File: src/rtl/a2d_rr_intf.sv
// Round-robin SPI master for the ADC128S. Each nxt runs an address frame and then a
// read frame, and files the 12-bit result into the register for that channel.
module a2d_rr_intf #(
  parameter logic [2:0] CH_LFT   = 3'd0,
  parameter logic [2:0] CH_RGHT  = 3'd4,
  parameter logic [2:0] CH_STEER = 3'd5,
  parameter logic [2:0] CH_BATT  = 3'd6
) (
  input  logic        clk,
  input  logic        rst_n,
  input  logic        nxt,
  output logic [11:0] lft_ld,
  output logic [11:0] rght_ld,
  output logic [11:0] steer_pot,
  output logic [11:0] batt,
  output logic        cnv_cmplt,
  output logic        SS_n,
  output logic        SCLK,
  output logic        MOSI,
  input  logic        MISO
);

  // Latency: nxt is sampled on edge 0. Frame 1 holds SS_n low for 521 clks and ends
  // on edge 521. The gap edge 522 starts frame 2, which ends on edge 1043, and
  // cnv_cmplt rises there. That is 1 + 521 + 1 + 521 = 1044 rising edges,
  // counting edge 0.
  typedef enum logic [1:0] {IDLE = 2'd0, XFER1 = 2'd1, GAP = 2'd2, XFER2 = 2'd3} state_t;

  localparam logic [4:0] DIV_LOAD   = 5'b10111;
  localparam logic [4:0] DIV_SAMPLE = 5'b01111;
  localparam logic [4:0] DIV_FALL   = 5'b11111;
  localparam logic [4:0] LAST_BIT   = 5'd16;

  state_t      state_r;
  logic [4:0]  sclk_div_r;
  logic [4:0]  bit_cnt_r;
  logic [15:0] shift_r;
  logic        shadow_r;
  logic        active_r;
  logic [1:0]  rr_r;

  logic        sample_s;
  logic        fall_s;
  logic        shift_en_s;
  logic        done_s;
  logic [15:0] shift_nxt_s;
  logic [2:0]  ch_s;

  assign SCLK = sclk_div_r[4];
  assign MOSI = shift_r[15];

  // Divider decode and channel select for the current round-robin slot
  always_comb begin
    sample_s    = active_r && (sclk_div_r == DIV_SAMPLE);
    fall_s      = active_r && (sclk_div_r == DIV_FALL);
    shift_en_s  = fall_s && (bit_cnt_r != 5'd0);
    done_s      = fall_s && (bit_cnt_r == LAST_BIT);
    shift_nxt_s = {shift_r[14:0], shadow_r};
    case (rr_r)
      2'd0:    ch_s = CH_LFT;
      2'd1:    ch_s = CH_RGHT;
      2'd2:    ch_s = CH_STEER;
      2'd3:    ch_s = CH_BATT;
      default: ch_s = CH_LFT;
    endcase
  end

  // SPI engine, conversion sequencer and result registers
  always_ff @(posedge clk or negedge rst_n) begin
    if (!rst_n) begin
      state_r    <= IDLE;
      sclk_div_r <= DIV_FALL;
      bit_cnt_r  <= 5'd0;
      shift_r    <= 16'h0000;
      shadow_r   <= 1'b0;
      active_r   <= 1'b0;
      rr_r       <= 2'd0;
      SS_n       <= 1'b1;
      cnv_cmplt  <= 1'b0;
      lft_ld     <= 12'h000;
      rght_ld    <= 12'h000;
      steer_pot  <= 12'h000;
      batt       <= 12'h000;
    end else begin
      cnv_cmplt <= 1'b0;
      // The divider freezes at 5'b11111 on the final bit, so SCLK parks high
      if (active_r && !done_s) sclk_div_r <= sclk_div_r + 5'd1;
      if (sample_s) begin
        shadow_r  <= MISO;
        bit_cnt_r <= bit_cnt_r + 5'd1;
      end
      if (shift_en_s) shift_r <= shift_nxt_s;
      case (state_r)
        IDLE: begin
          // cnv_cmplt marks the cycle the machine is still leaving XFER2
          if (nxt && !cnv_cmplt) begin
            shift_r    <= {2'b00, ch_s, 11'h000};
            sclk_div_r <= DIV_LOAD;
            bit_cnt_r  <= 5'd0;
            active_r   <= 1'b1;
            SS_n       <= 1'b0;
            state_r    <= XFER1;
          end
        end
        XFER1: begin
          if (done_s) begin
            SS_n     <= 1'b1;
            active_r <= 1'b0;
            state_r  <= GAP;
          end
        end
        GAP: begin
          shift_r    <= 16'h0000;
          sclk_div_r <= DIV_LOAD;
          bit_cnt_r  <= 5'd0;
          active_r   <= 1'b1;
          SS_n       <= 1'b0;
          state_r    <= XFER2;
        end
        XFER2: begin
          if (done_s) begin
            SS_n      <= 1'b1;
            active_r  <= 1'b0;
            cnv_cmplt <= 1'b1;
            rr_r      <= rr_r + 2'd1;
            state_r   <= IDLE;
            case (rr_r)
              2'd0:    lft_ld    <= shift_nxt_s[11:0];
              2'd1:    rght_ld   <= shift_nxt_s[11:0];
              2'd2:    steer_pot <= shift_nxt_s[11:0];
              2'd3:    batt      <= shift_nxt_s[11:0];
              default: lft_ld    <= lft_ld;
            endcase
          end
        end
        default: begin
          SS_n     <= 1'b1;
          active_r <= 1'b0;
          state_r  <= IDLE;
        end
      endcase
    end
  end

endmodule
File: config.mk
export PLATFORM = sky130hd
export DESIGN_NAME = a2d_rr_intf
export DESIGN_NICKNAME = d
export VERILOG_FILES = /design/src/rtl/a2d_rr_intf.sv
export SDC_FILE = /design/constraint.sdc
export NUM_CORES = 1
export LEC_CHECK = 0
export ABC_AREA = 0
export BUFFER_PORTS_ARGS = -buffer_cell sky130_fd_sc_hd__buf_4
export CORE_ASPECT_RATIO = 0.7
export CORE_MARGIN = 3
export CORE_UTILIZATION = 56
export CTS_CLUSTER_SIZE = 20
export DETAILED_ROUTE_END_ITERATION = 6
export MAX_ROUTING_LAYER = met4
export PLACE_DENSITY = 0.79
export RECOVER_POWER = 25
export SYNTH_ARGS = -nofsm -noshare
export SYNTH_HDL_FRONTEND = slang
export SYNTH_SLANG_ARGS = --single-unit
export TNS_END_PERCENT = 100
File: constraint.sdc
create_clock -name clk -period 2.7 [get_ports clk]
set_input_delay 0.135 -clock clk [delete_from_list [all_inputs] [get_ports clk]]
set_output_delay 0.135 -clock clk [all_outputs]
set_load 0.005 [all_outputs]
==> metrics.md <==
| Metric | Value |
|---|---|
| Slew headroom | `-0.303` |
| Largest incremental delay on the critical path | `560 ps` |
| LEAKAGE | `2.21 nW` |
| I/O pin count | `56` |
| Final clock skew | `9.59 ps` |
| GPL Wtd Cong | `0.876` |
| Clock Tree Buf Depth | `2` |
| Routed vias | `2552` |
| TritonCTS clock tree | `built` |
| Least-Margin Pin Slew | `1950 ps` |
| Post-DP HPWL | `5300 µm` |
| EDFF count, synth | `0` |
| Site row count | `24` |
| Starting Density | `0.587` |
| Post-route insts no fill | `452` |
| Final min period | `2460 ps` |
| Die H | `74.2 µm` |
| WP data required | `2930 ps` |
| Post-route ant nets | `0` |
| Area grow syn2layout | `17.9%` |
| Drt pass-1 iters | `4` |
| Hold Path Stages | `2` |
| Hold slack final | `34.4 ps` |
| Dpl ws | `256 ps` |
| Setup tns final | `0 ps` |
| Pwr Density | `477 nW/µm²` |
| Async SR Flop Fraction | `1.00` |
| Final hold violation count | `0` |
| RSZ-0062 raised after global routing | `false` |
| Clk_lat worst skew | `350 ps` |
| Critical Path AT | `2700 ps` |
| Slowest stage cell, crit path | `dfstp_2` |
| CP Depth | `8` |
| Worst hold path type | `in2reg` |
| Initial antenna violation count | `0` |
| Max capacitance violation total | `1` |
| Status | `finished with violations` |
| CP top delay family | `simple AND/OR/NAND/NOR gates` |
| Mapped cell area | `3720 µm²` |
| Core area | `6340 µm²` |
| Synthesized flop and latch total | `82` |
| Port Buffer Count | `55` |
| Placed Cells | `435` |
| Critical path peak fanout | `7` |
| Largest net degree at the start of global routing | `83` |
| Final WS setup | `236 ps` |
| VDD IR max | `346 µV` |
| Post-Route WL | `7660 µm` |
| Root buf cell | `clkbuf_8` |
| Routed len/inst | `16.9 µm` |
| Nature of the critical path endpoint | `flip-flop` |
| WS Path Type | `reg2reg` |
| Inserted Clock Buffers | `9` |
| WP buf/inv | `2` |
| Synth Net Count | `315` |
| Mapped Cells | `297` |
| Final period utilization | `0.913` |
| PostCTS Resize Cnt | `0` |
| Die W | `103 µm` |
| Part of the Yosys area used for sequential elements | `0.554` |
| Clk slew on worst S/H paths | `80 ps` |
| Total GRT Usage | `0.222` |
| DR iter-0 viols | `229` |
| Syn_area_per_cell | `12.5 µm²` |
| Max Freq | `0.406 GHz` |
| Main flop type after synthesis | `dfrtp_1` |
| Vias/cell | `5.65` |
| Post-CTS Setup Repair Bufs | `0` |
| Clk sinks | `82` |
| Most common cell after layout, fill and taps aside | `dfrtp_1` |
| H-tree level count | `3` |
| Share of layout cells above drive strength 1 | `0.385` |
| Final nets | `374` |
| First-pass GRT wire length | `12600 µm` |
| N_diodes | `0` |
| Grt ovf | `0` |
| Startpoint class of the critical path | `flip-flop` |
| Failing checks | `max-capacitance violations, max-slew violations` |
| Distinct cells, synth | `41` |
| Post-route DRC | `0` |
| Die ar. | `7670 µm²` |
| Crit-path cells | `ha_1, and3_1, ha_1, nand3_1, buf_4, nor3_4, buf_4, mux2_2` |
| Vias in the first global route | `2468` |
| Hold-fix buffers, CTS | `1` |
| Setup violators final | `0` |
| Final-report max-slew violation count | `83` |
| Yosys warns | `0` |
| Most frequent cells in the layout | `dfrtp_1, mux2_2, clkbuf_4` |
| Reg2Reg Depth | `8` |
-- routing by layer --
metal,vias to the layer above,share of wire,track usage,wire length (µm)
met5,-,0,-,0
met4,0,0.0072,0.0503,55
met3,8,0.067,0.0647,514
met2,81,0.44,0.299,3340
met1,1283,0.49,0.333,3750
li1,1180,-,-,-
-- cells by family after synthesis --
group	after synthesis	share of synthesized area
buffers and inverters	26	0.0363
AOI/OAI and AO/OA	49	0.0797
DFF	82	0.554
and+or+nand+nor	68	0.111
muxes	55	0.165
adders and majority gates	14	0.0471
xor gates and xnor gates	3	0.00706
-- Yosys cell counts (all sizes together) (3+ instances only) --
library cell / n / area, µm²
a21oi: 20 / 100
o211ai: 3 / 22.5
mux2i: 5 / 50.1
nor3b: 4 / 30.0
dfstp: 6 / 158
ha: 14 / 175
o2111ai: 3 / 26.3
inv: 9 / 33.8
buf: 10 / 75.1
nor3: 9 / 90.1
nand3: 24 / 120
nor2: 3 / 11.3
o21ai: 15 / 75.1
dfrtp: 76 / 1900
nand2: 14 / 52.6
mux2: 50 / 563
clkbuf: 7 / 26.3
-- power breakdown --
group | total, mW | internal (mW) | leakage [nW] | switching (mW)
Combinational | 0.0293 | 0.00443 | 1.03 | 0.0248
Sequential | 1.23 | 1.23 | 1.10 | 0.00329
Clock | 0.829 | 0.367 | 0.0855 | 0.462
Total | 2.09 | 1.60 | 2.21 | 0.490
-- path summary, 6_finish.rpt --
path	start	end	slack [ps]
hold reg to reg	sclk_div_r[3]$_DFF_PN1_	sclk_div_r[3]$_DFF_PN1_	500
min in group asynchronous	rst_n	bit_cnt_r[1]$_DFF_PN0_	870
setup / recovery	sclk_div_r[0]$_DFF_PN1_	batt[10]$_DFFE_PN0P_	240
max in group asynchronous	rst_n	shift_r[13]$_DFF_PN0_	670
setup reg to reg	sclk_div_r[0]$_DFF_PN1_	batt[10]$_DFFE_PN0P_	240
hold / removal	MISO	shadow_r$_DFFE_PN0P_	30
-- worst register-to-register path: cells and delay by family, from the launching register on --
family,cells,cell delay (ps)
AND/OR/NAND/NOR,3,630
flip-flops,1,560
buffers and inverters,2,460
multiplexers,1,350
adder cells (fa/ha/maj),2,370
-- area by class of cell --
class                           instances  area (µm²)
Clock buffer                           10         138
Clock inverter                          6        48.8
Fill cell                             476        1950
Inverter                                9        33.8
Multi-Input combinational cell        189        1530
Sequential cell                        82        2060
Tap cell                               91         114
Timing Repair Buffer                   65         465
-- flip-flops by register name (all words and copies together) (netlist names) --
signal      cells
SS_n            1
active_r        1
batt           12
bit_cnt_r       5
cnv_cmplt       1
lft_ld         12
rght_ld        12
rr_r            2
sclk_div_r      5
shadow_r        1
shift_r        16
state_r         2
steer_pot      12
-- stage by stage --
step            util  instance area, µm²  power [mW]
2_1_floorplan      -                3720        1.26
3_3_place_gp   0.665                4210        1.29
3_5_place_dp   0.665                4210        1.29
4_1_cts        0.696                4410        2.11
5_1_grt        0.692                4380        2.16
6_report       0.692                4380        2.09
(Power assumes the default switching activity.)
